`src/rtl/alu_cmd_sequencer.sv`:
```
// Queues tagged ALU commands and issues them one at a time; response valid ALU_LAT+2 edges after an idle accept.
// cmd_ready drops only on a full FIFO (no same-cycle pop credit); rsp_* hold stable until rsp_ready.
module alu_cmd_sequencer #(
    parameter int ALU_LAT    = 1,
    parameter int FIFO_DEPTH = 4
) (
    input  logic       clk,
    input  logic       rst,
    input  logic       cmd_valid,
    output logic       cmd_ready,
    input  logic [3:0] cmd_a,
    input  logic [3:0] cmd_b,
    input  logic [2:0] cmd_opn,
    input  logic [1:0] cmd_tag,
    output logic [3:0] alu_a,
    output logic [3:0] alu_b,
    output logic [2:0] alu_opn,
    input  logic [3:0] alu_out0,
    input  logic [3:0] alu_out1,
    input  logic [3:0] alu_status,
    output logic       rsp_valid,
    input  logic       rsp_ready,
    output logic [3:0] rsp_out0,
    output logic [3:0] rsp_out1,
    output logic [3:0] rsp_status,
    output logic [1:0] rsp_tag,
    output logic       busy,
    output logic [7:0] ops_done
);
    localparam int PW = $clog2(FIFO_DEPTH);
    localparam int CW = PW + 1;
    localparam int LW = (ALU_LAT > 0) ? $clog2(ALU_LAT + 1) : 1;

    typedef struct packed {
        logic [3:0] a;
        logic [3:0] b;
        logic [2:0] opn;
        logic [1:0] tag;
    } cmd_t;

    typedef enum logic [1:0] {S_IDLE, S_WAIT, S_RESP} state_t;

    cmd_t            mem_q [FIFO_DEPTH];
    logic [PW-1:0]   wr_ptr_q, wr_ptr_d, rd_ptr_q, rd_ptr_d;
    logic [CW-1:0]   count_q, count_d;
    state_t          state_q, state_d;
    logic [LW-1:0]   wcnt_q, wcnt_d;
    logic [3:0]      alu_a_q, alu_a_d, alu_b_q, alu_b_d;
    logic [2:0]      alu_opn_q, alu_opn_d;
    logic [1:0]      tag_q, tag_d;
    logic            rsp_valid_q, rsp_valid_d;
    logic [3:0]      rsp_out0_q, rsp_out0_d, rsp_out1_q, rsp_out1_d, rsp_status_q, rsp_status_d;
    logic [1:0]      rsp_tag_q, rsp_tag_d;
    logic [7:0]      ops_q, ops_d;
    logic            push, pop;
    cmd_t            cmd_in, head;

    assign cmd_ready = (count_q < CW'(FIFO_DEPTH));
    assign push      = cmd_valid && cmd_ready;
    assign pop       = (state_q == S_IDLE) && (count_q != '0);
    assign cmd_in    = '{a: cmd_a, b: cmd_b, opn: cmd_opn, tag: cmd_tag};
    assign head      = mem_q[rd_ptr_q];

    // Storage has no reset: entries are only read once the count says they were written.
    always_ff @(posedge clk) begin
        if (push) mem_q[wr_ptr_q] <= cmd_in;
    end

    always_comb begin
        wr_ptr_d     = push ? wr_ptr_q + PW'(1) : wr_ptr_q;
        rd_ptr_d     = pop ? rd_ptr_q + PW'(1) : rd_ptr_q;
        count_d      = count_q + CW'(push) - CW'(pop);
        state_d      = state_q;
        wcnt_d       = wcnt_q;
        alu_a_d      = alu_a_q;
        alu_b_d      = alu_b_q;
        alu_opn_d    = alu_opn_q;
        tag_d        = tag_q;
        rsp_valid_d  = rsp_valid_q;
        rsp_out0_d   = rsp_out0_q;
        rsp_out1_d   = rsp_out1_q;
        rsp_status_d = rsp_status_q;
        rsp_tag_d    = rsp_tag_q;
        ops_d        = ops_q;
        case (state_q)
            S_IDLE: begin
                if (pop) begin
                    alu_a_d   = head.a;
                    alu_b_d   = head.b;
                    alu_opn_d = head.opn;
                    tag_d     = head.tag;
                    wcnt_d    = LW'(ALU_LAT);
                    state_d   = S_WAIT;
                end
            end
            S_WAIT: begin
                // wcnt counts down from ALU_LAT, so WAIT spans ALU_LAT+1 cycles.
                if (wcnt_q == '0) begin
                    rsp_out0_d   = alu_out0;
                    rsp_out1_d   = alu_out1;
                    rsp_status_d = alu_status;
                    rsp_tag_d    = tag_q;
                    rsp_valid_d  = 1'b1;
                    state_d      = S_RESP;
                end else begin
                    wcnt_d = wcnt_q - LW'(1);
                end
            end
            S_RESP: begin
                if (rsp_ready) begin
                    rsp_valid_d = 1'b0;
                    ops_d       = ops_q + 8'd1;
                    state_d     = S_IDLE;
                end
            end
            default: state_d = S_IDLE;
        endcase
    end

    always_ff @(posedge clk or negedge rst) begin
        if (!rst) begin
            wr_ptr_q     <= '0;
            rd_ptr_q     <= '0;
            count_q      <= '0;
            state_q      <= S_IDLE;
            wcnt_q       <= '0;
            alu_a_q      <= '0;
            alu_b_q      <= '0;
            alu_opn_q    <= '0;
            tag_q        <= '0;
            rsp_valid_q  <= 1'b0;
            rsp_out0_q   <= '0;
            rsp_out1_q   <= '0;
            rsp_status_q <= '0;
            rsp_tag_q    <= '0;
            ops_q        <= '0;
        end else begin
            wr_ptr_q     <= wr_ptr_d;
            rd_ptr_q     <= rd_ptr_d;
            count_q      <= count_d;
            state_q      <= state_d;
            wcnt_q       <= wcnt_d;
            alu_a_q      <= alu_a_d;
            alu_b_q      <= alu_b_d;
            alu_opn_q    <= alu_opn_d;
            tag_q        <= tag_d;
            rsp_valid_q  <= rsp_valid_d;
            rsp_out0_q   <= rsp_out0_d;
            rsp_out1_q   <= rsp_out1_d;
            rsp_status_q <= rsp_status_d;
            rsp_tag_q    <= rsp_tag_d;
            ops_q        <= ops_d;
        end
    end

    assign alu_a      = alu_a_q;
    assign alu_b      = alu_b_q;
    assign alu_opn    = alu_opn_q;
    assign rsp_valid  = rsp_valid_q;
    assign rsp_out0   = rsp_out0_q;
    assign rsp_out1   = rsp_out1_q;
    assign rsp_status = rsp_status_q;
    assign rsp_tag    = rsp_tag_q;
    assign ops_done   = ops_q;
    assign busy       = (count_q != '0) || (state_q != S_IDLE);
endmodule

```
`config.mk`:
```
export PLATFORM = sky130hd
export DESIGN_NAME = alu_cmd_sequencer
export DESIGN_NICKNAME = d
export VERILOG_FILES = /design/src/rtl/alu_cmd_sequencer.sv
export SDC_FILE = /design/constraint.sdc
export NUM_CORES = 1
export LEC_CHECK = 0
export CORE_MARGIN = 8
export CORE_UTILIZATION = 35
export CTS_BUF_LIST = sky130_fd_sc_hd__clkbuf_4
export CTS_CLUSTER_DIAMETER = 50
export DETAILED_ROUTE_END_ITERATION = 7
export GPL_TIMING_DRIVEN = 1
export PLACE_DENSITY = 0.61
export SLEW_MARGIN = 30
export SYNTH_ARGS = -nofsm -noshare
export SYNTH_HDL_FRONTEND = slang
export SYNTH_SLANG_ARGS = --single-unit
export TNS_END_PERCENT = 50
```
`constraint.sdc`:
```
create_clock -name clk -period 2.6 [get_ports clk]
set_clock_uncertainty 0.2 [all_clocks]
set_input_delay 0.52 -clock clk [delete_from_list [all_inputs] [get_ports clk]]
set_output_delay 0.52 -clock clk [all_outputs]
set_load 0.05 [all_outputs]
```
# Word-level counts from Yosys, hierarchy flattened
# Memories as Yosys holds them, arrays and structs flattened. A register that Yosys moved wholly into a read port is not among the register bits.
# Cells that the tools add are included.
# word_totals
ram_bits	52
word_cells	52
inputBits	29
mem_count	1
ff_bits	33
# op_classes
n_eq_ne	5
order_cmp	1
mux	12
n_bitwise	1
add_sub_neg	6
n_reduce_logical	15
# memory_table
name	words	width	read_ports	rd_ports_with_merged_regs	write_ports	line_no	rtl
mem_q	4	13	1	1	1	43	cmd_t mem_q [FIFO_DEPTH];
# op_table
cell	n
adder 8 x 1 -> 8 bit, second input constant	1
AND reduction 2 bit	4
2-to-1 mux 1 bit	6
2-to-1 mux 2 bit	3
!= test 2 bit, second input constant	3
case mux 2 bit (3 select lines)	1
AND reduction 3 bit	2
nonzero test 2 bit	3
adder 2 x 1 -> 2 bit, second input constant	2
case mux 1 bit (2 select lines)	2
adder 3 x 1 -> 3 bit	1
< comparator 3 bit, second input constant	1
nonzero test 3 bit	1
subtractor 3 x 1 -> 3 bit	1
== test 2 x 1 -> 1 bit, second input constant	1
== test 2 bit, second input constant	1
logical AND 1 bit	2
logical NOT 2 bit	1
logical NOT 1 bit	1
logical OR 1 bit	1
NOT 1 bit	1
subtractor 1 bit, second input constant	1

# Logic depth before layout (Yosys ltp)
# Gate-level depths: netlist (run 1).
# logic_depth
depth_word	4
ltp_mapped	11

# Worst setup path before layout (run 1)
# No wires, ideal clock.
# synth_path
path_kind	register to register
from	register count_q[2]
to	register count_q[2]
path_stages_with_launch	12
arrival_time_ns	2.215
path_buffers	1
setup_slack_ns	0.062
t_required_ns	2.277
setup_ns	0.123
path_cell_list	dfrtp_1 or3_1 nand2_4 buf_6 inv_1 ha_1 inv_1 ha_1 inv_1 fa_1 xnor2_1 xnor2_1
# synth_rtl
element	line_no	rtl
from (decl)	45	logic [CW-1:0] count_q, count_d;
from (signal assigned)	140	count_q <= count_d;
nonzero test 3 bit	60	assign pop = (state_q == S_IDLE) && (count_q != '0);
logical AND 1 bit	60	
named net pop	55	logic push, pop;
subtractor 3 x 1 -> 3 bit	72	count_d = count_q + CW'(push) - CW'(pop);
named net count_d[2]	45	
# The timed path passes the listed nets, and every way through them passes these cells.
# A chain may end at the register's enable or synchronous reset.

# Final worst setup path (run 1)
# layout_path
from	register count_q[1]
to	register count_q[2]
# The elaborated chain is that of the path after synthesis.

==> results of run 1 <==
## power groups by stage
| stage | combinational [µW] | clock, µW | sequential, µW |
|---|---|---|---|
| floorplan | 1200 | 0 | 3170 |
| global placement | 2750 | 0 | 2410 |
| detailed placement | 2810 | 0 | 2430 |
| CTS | 2810 | 782 | 2390 |
| global route | 2950 | 843 | 2440 |
| finish | 2770 | 745 | 2380 |
## metal layers
metal	share of wire [%]	GRT usage, %	vias to the layer above	wire (µm)
li1	-	-	928	-
met1	45	12.4	997	3070
met2	45	15.1	65	3080
met5	0	0	-	0
met4	1.6	4.45	0	111
met3	8.6	3.64	10	587
## cells in the mapped netlist (2+ instances only)
cell | count | area, µm²
a21o_1 | 2 | 15.0
and2_1 | 4 | 25.0
buf_6 | 2 | 22.5
dfrtp_1 | 46 | 1150
edfxtp_1 | 52 | 1560
ha_1 | 7 | 87.6
inv_1 | 9 | 33.8
mux2_2 | 28 | 315
mux4_1 | 2 | 52.6
mux4_2 | 11 | 248
nand2_1 | 4 | 15.0
nand2b_1 | 2 | 12.5
nand3_1 | 4 | 20.0
nor2_1 | 3 | 11.3
nor3_1 | 2 | 10.0
o21ai_0 | 2 | 10.0
xnor2_1 | 8 | 70.1
xor2_1 | 4 | 35.0
## critical path, stage by stage (launching register included)
cell,delay (ns)
dfrtp_1,0.46
or3_1,0.44
nand2_4,0.08
inv_1,0.04
ha_1,0.27
inv_1,0.06
ha_1,0.13
inv_1,0.05
fa_1,0.38
xnor2_1,0.20
xnor2_1,0.14
## kinds of logic (layout without fill, tap and decap cells)
group	count (synthesis)	after routing	synth area share (%)
AO/OA/AOI/OAI	4	4	0.656
adder cells (fa/ha/maj)	8	8	2.82
multiplexers	41	41	16.1
flip-flops	98	98	71.2
AND/OR/NAND/NOR	27	27	4.04
buffers and inverters	15	105	2.43
XOR/XNOR	12	12	2.76
## flip-flops by register name, indices dropped and copies added (netlist names)
| name | flops |
|---|---|
| mem_q | 52 |
| ops_done | 8 |
| alu_a | 4 |
| alu_b | 4 |
| rsp_out0 | 4 |
| rsp_out1 | 4 |
| rsp_status | 4 |
| alu_opn | 3 |
| count_q | 3 |
| rd_ptr_q | 2 |
| rsp_tag | 2 |
| state_q | 2 |
| tag_q | 2 |
| wr_ptr_q | 2 |
| rsp_valid | 1 |
| wcnt_q | 1 |
## through the flow
step,power (µW),instances,worst slack [ns]
4_1_cts,5980,434,0.0711
5_1_grt,6230,435,-0.00174
2_1_floorplan,4370,205,0.0619
3_3_place_gp,5160,417,-0.0371
6_report,5890,435,0.102
3_5_place_dp,5240,417,-0.135
## worst paths after layout
check,startpoint,to,slack (ns),cells after the start
min in group asynchronous,rst,ops_done[5]$_DFFE_PN0P_,0.40,2
max reg2reg,count_q[1]$_DFF_PN0_,count_q[2]$_DFF_PN0_,0.10,10
max,count_q[1]$_DFF_PN0_,count_q[2]$_DFF_PN0_,0.10,10
max in group asynchronous,rst,wr_ptr_q[1]$_DFFE_PN0P_,1.18,3
min,ops_done[7]$_DFFE_PN0P_,ops_done[7]$_DFFE_PN0P_,0.28,1
min reg2reg,ops_done[7]$_DFFE_PN0P_,ops_done[7]$_DFFE_PN0P_,0.28,1
## final cells by class
type	instances	area, µm²	area share (%)
multi-input cells	92	1010	20.9
clock inverters	7	60.1	1.25
clock buffers	9	67.6	1.40
well taps	140	175	3.64
repair buffers	80	756	15.7
flip-flops and latches	98	2710	56.4
inverters	9	33.8	0.702
## cell usage in the layout, fill, tap and decap left out
cell             instances
nand4_1                  1
a21o_1                   2
mux4_1                   2
or3_1                    1
fa_1                     1
nand3_1                  4
dfrtp_1                 46
clkinv_4                 1
nor2_2                   1
mux2_2                  28
mux4_2                  11
and2_1                   4
nor2b_1                  1
edfxtp_1                52
inv_1                    9
nand2_4                  1
xnor2_1                  8
clkdlybuf4s50_1         62
buf_4                   16
dlygate4sd3_1            1
inv_8                    1
ha_1                     7
nor2_1                   3
clkinvlp_4               3
clkbuf_4                 9
nand3b_1                 1
o21ai_0                  2
inv_6                    2
nand2b_1                 2
and3_1                   1
nand2_1                  4
buf_2                    1
and4b_1                  1
nor3_1                   2
xor2_1                   4
## repair_timing
| action | in CTS | in global routing |
|---|---|---|
| setup endpoints to repair | 0 | 1 |
| buffers inserted | 0 | 1 |
| hold buffers | 1 | 0 |
| hold endpoints to repair | 25 | 0 |
==> results_dict.tcl, run 1 <==
set metrics [dict create \
    dr.pass1.iters 4 \
    tightest_slew_ns 0.674 \
    cp-start-kind "flip-flop" \
    fmax_mhz 400 \
    grt_max_degree 28 \
    hold_class "flip-flop to flip-flop" \
    path_max_fanout 3 \
    p_seq_share_pct 40.4 \
    wirelength_um 6850 \
    placed_cell_area_mm2 0.00467 \
    ys_seq_area_share_pct 71.2 \
    worstSetupEndpointType "flip-flop" \
    fin_nets 327 \
    core_area_mm2 0.0107 \
    synthFlopType "edfxtp_1" \
    syn_inst 205 \
    required_ns 2.77 \
    setup-tns-final_ns 0 \
    start_util_pct 35.5 \
    cts_made_buffers 9 \
    p_clk_share_pct 12.7 \
    yosysWarnings 0 \
    outcome "finished clean" \
    grt_pass1_wl_um 11100 \
    ctsRootBufferMaster "clkbuf_4" \
    finalSetupViolations 0 \
    timing.hold.ws_ns 0.284 \
    die_area_mm2 0.0145 \
    fill_cells 1012 \
    path_class "flip-flop to flip-flop" \
    synth_seq_cells 98 \
    antenna_found_initial 0 \
    drt-initial-drc-count 92 \
    clk_pin_slew_worst_paths_ns 0.16 \
    viasPerCell 4.60 \
    powerDensity_mw_per_mm2 1220 \
    hpwl_um 4850 \
    period_needed_ns 2.50 \
    async_flop_share_pct 46.9 \
    drc_errors 0 \
    cts_sinks 98 \
    drt-wirelength-per-cell_um 15.7 \
    via_count 2000 \
    final_max_slew_viol_count 0 \
    cts_resized 0 \
    power_frac_comb_pct 47.0 \
    hold_viol 0 \
    die_w_um 120 \
    grt_remaining_overflow 0 \
    grt_pass1_vias 2131 \
    io_buffers 64 \
    track_usage_pct 9.91 \
    place.gp.congestion 0.699 \
    fp.dieH_um 120 \
    io_pins 65 \
    syn_to_final_growth_pct 26.2 \
    synth_area_per_cell_um2 18.6 \
    cp.arrival_ns 2.67 \
    num_antenna_cells 0 \
    antenna_left 0 \
    p_int_uw 3510 \
    clk_latency_ns 0.44 \
    synth_area_mm2 0.00381 \
    maxSlewHeadroom_pct 55.1 \
    cts_buffer_depth 2 \
    cts_tree "done" \
    vdd_drop_max_v 0.000557 \
    htree_levels 3 \
    net-switching-power_uw 2380 \
    synth_edf_count 52 \
    cap_violations 0 \
    period_share_pct 96.1 \
    p_leak_uw 0.00185 \
    swShare_pct 40.4 \
    design_area_mm2 0.00481 \
    post-route-util_pct 44.8 \
    synth_cell_type_count 31 \
    core.rowCount 38 \
    drive_gt1_share_pct 25.1 \
    synthesis.nets 242 \
]
(Power assumes the default switching activity.)
==> run 2, diff against run 1 <==
Settings changed: CAP_MARGIN set to 30.
==> results of run 2 <==
The final DEF is identical to that of run 1; final timing and power are the same.
==> run 3, diff against run 2 <==
Settings changed: CELL_PAD_IN_SITES_DETAIL_PLACEMENT set to 0, CELL_PAD_IN_SITES_GLOBAL_PLACEMENT set to 1, CTS_CLUSTER_DIAMETER 50 to 60, PLACE_DENSITY 0.61 to 0.69.
==> results_dict.tcl, run 3 (same netlist as run 1, synthesis figures left out) <==
set metrics [dict create \
    outcome "finished clean" \
    via_count 1990 \
    io_pins 65 \
    vdd_drop_max_v 0.000627 \
    clk_pin_slew_worst_paths_ns 0.15 \
    path_max_fanout 4 \
    start_util_pct 35.5 \
    num_antenna_cells 0 \
    hpwl_um 4930 \
    die_area_mm2 0.0145 \
    antenna_left 0 \
    final_max_slew_viol_count 0 \
    finalSetupViolations 0 \
    p_leak_uw 0.00185 \
    rsz0062_at_grt "no" \
    cts_sinks 98 \
    hold_class "flip-flop to flip-flop" \
    track_usage_pct 10.1 \
    cts_buffer_depth 2 \
    mostFrequentLayoutCells "clkdlybuf4s50_1, edfxtp_1, dfrtp_1, mux2_2, mux4_2" \
    placed_cell_area_mm2 0.00469 \
    drc_errors 0 \
    design_area_mm2 0.00484 \
    fp.dieH_um 120 \
    ctsRootBufferMaster "clkbuf_4" \
    io_buffers 64 \
    core_area_mm2 0.0107 \
    reg2reg_depth 10 \
    cp-start-kind "flip-flop" \
    tightest_slew_ns 0.520 \
    top_register "mem_q" \
    drt-wirelength-per-cell_um 15.9 \
    swShare_pct 39.4 \
    net-switching-power_uw 2350 \
    powerDensity_mw_per_mm2 1230 \
    p_clk_share_pct 13.4 \
    cts_resized 0 \
    viasPerCell 4.61 \
    syn_to_final_growth_pct 27.1 \
    cap_violations 0 \
    path_class "flip-flop to flip-flop" \
    drive_gt1_share_pct 24.0 \
    power_frac_comb_pct 46.7 \
    p_seq_share_pct 39.9 \
    layout_commonest_cell "clkdlybuf4s50_1" \
    totalPowerFinal_uw 5980 \
    core.rowCount 38 \
    htree_levels 3 \
    period_share_pct 95.3 \
    grt_pass1_vias 2153 \
    place.gp.congestion 0.657 \
    grt_remaining_overflow 0 \
    post-route-util_pct 45.1 \
    timing.hold.ws_ns 0.277 \
    fmax_mhz 403 \
    dr.pass1.iters 3 \
    grt_max_degree 21 \
    grt_pass1_wl_um 11200 \
    hold_viol 0 \
    hold_path_depth 1 \
    cp.arrival_ns 2.65 \
    die_w_um 120 \
    maxSlewHeadroom_pct 65.3 \
    required_ns 2.77 \
    largest_register_ffs 52 \
    antenna_found_initial 0 \
    wirelength_um 6880 \
    clk_latency_ns 0.43 \
    p_int_uw 3620 \
    cts_made_buffers 9 \
    worstSetupEndpointType "flip-flop" \
    cts_tree "done" \
    fin_nets 324 \
    period_needed_ns 2.48 \
    drt-initial-drc-count 138 \
]
-- run 3: final timing paths --
path / start / slack (ns) / to
max: count_q[2]$_DFF_PN0_ / 0.12 / count_q[2]$_DFF_PN0_
min: ops_done[7]$_DFFE_PN0P_ / 0.28 / ops_done[7]$_DFFE_PN0P_
max reg2reg: count_q[2]$_DFF_PN0_ / 0.12 / count_q[2]$_DFF_PN0_
min reg2reg: ops_done[7]$_DFFE_PN0P_ / 0.28 / ops_done[7]$_DFFE_PN0P_
max in group asynchronous: rst / 1.30 / rsp_out0[1]$_DFFE_PN0P_
min in group asynchronous: rst / 0.30 / ops_done[5]$_DFFE_PN0P_
-- run 3: area by class of cell --
cell class	count	area [µm²]
Multi-Input combinational cell	92	1010
Sequential cell	98	2710
Fill cell	995	5900
Inverter	9	33.8
Clock buffer	9	67.6
Clock inverter	7	77.6
Tap cell	140	175
Timing Repair Buffer	77	771
-- run 3: metal layers --
metal	wire length (µm)	part of all wire, %	track usage (%)	vias to the layer above
met2	3270	48	16.0	58
met4	102	1.5	3.75	0
met1	2980	43	12.1	999
met5	0	0	0	-
li1	-	-	-	924
met3	530	7.7	4.38	9
-- run 3: power by group through the flow --
stage	clock network [µW]	registers, µW	logic (µW)
2_1_floorplan	0	3170	1200
3_3_place_gp	0	2410	2800
3_5_place_dp	0	2430	2850
4_1_cts	842	2390	2850
5_1_grt	904	2450	2990
6_report	802	2380	2790
-- run 3: critical path: stages, from the launching register on --
cell     delay [ns]
dfrtp_1        0.45
or3_1          0.46
nand2_4        0.09
inv_1          0.04
ha_1           0.26
inv_1          0.05
ha_1           0.12
inv_1          0.05
fa_1           0.37
xnor2_1        0.20
xnor2_1        0.14
-- run 3: stage by stage --
step	std cells	setup slack [ns]	TNS (ns)
2_1_floorplan	205	0.0619	0
3_3_place_gp	415	-0.0430	-0.0430
3_5_place_dp	415	-0.105	-0.105
4_1_cts	432	0.0834	0
5_1_grt	432	0.00168	0
6_report	432	0.121	0
-- run 3: timing repair --
item,4_1_cts,5_1_grt
buffers inserted,0,0
endpoints found under the hold margin,12,0
hold buffers,1,0
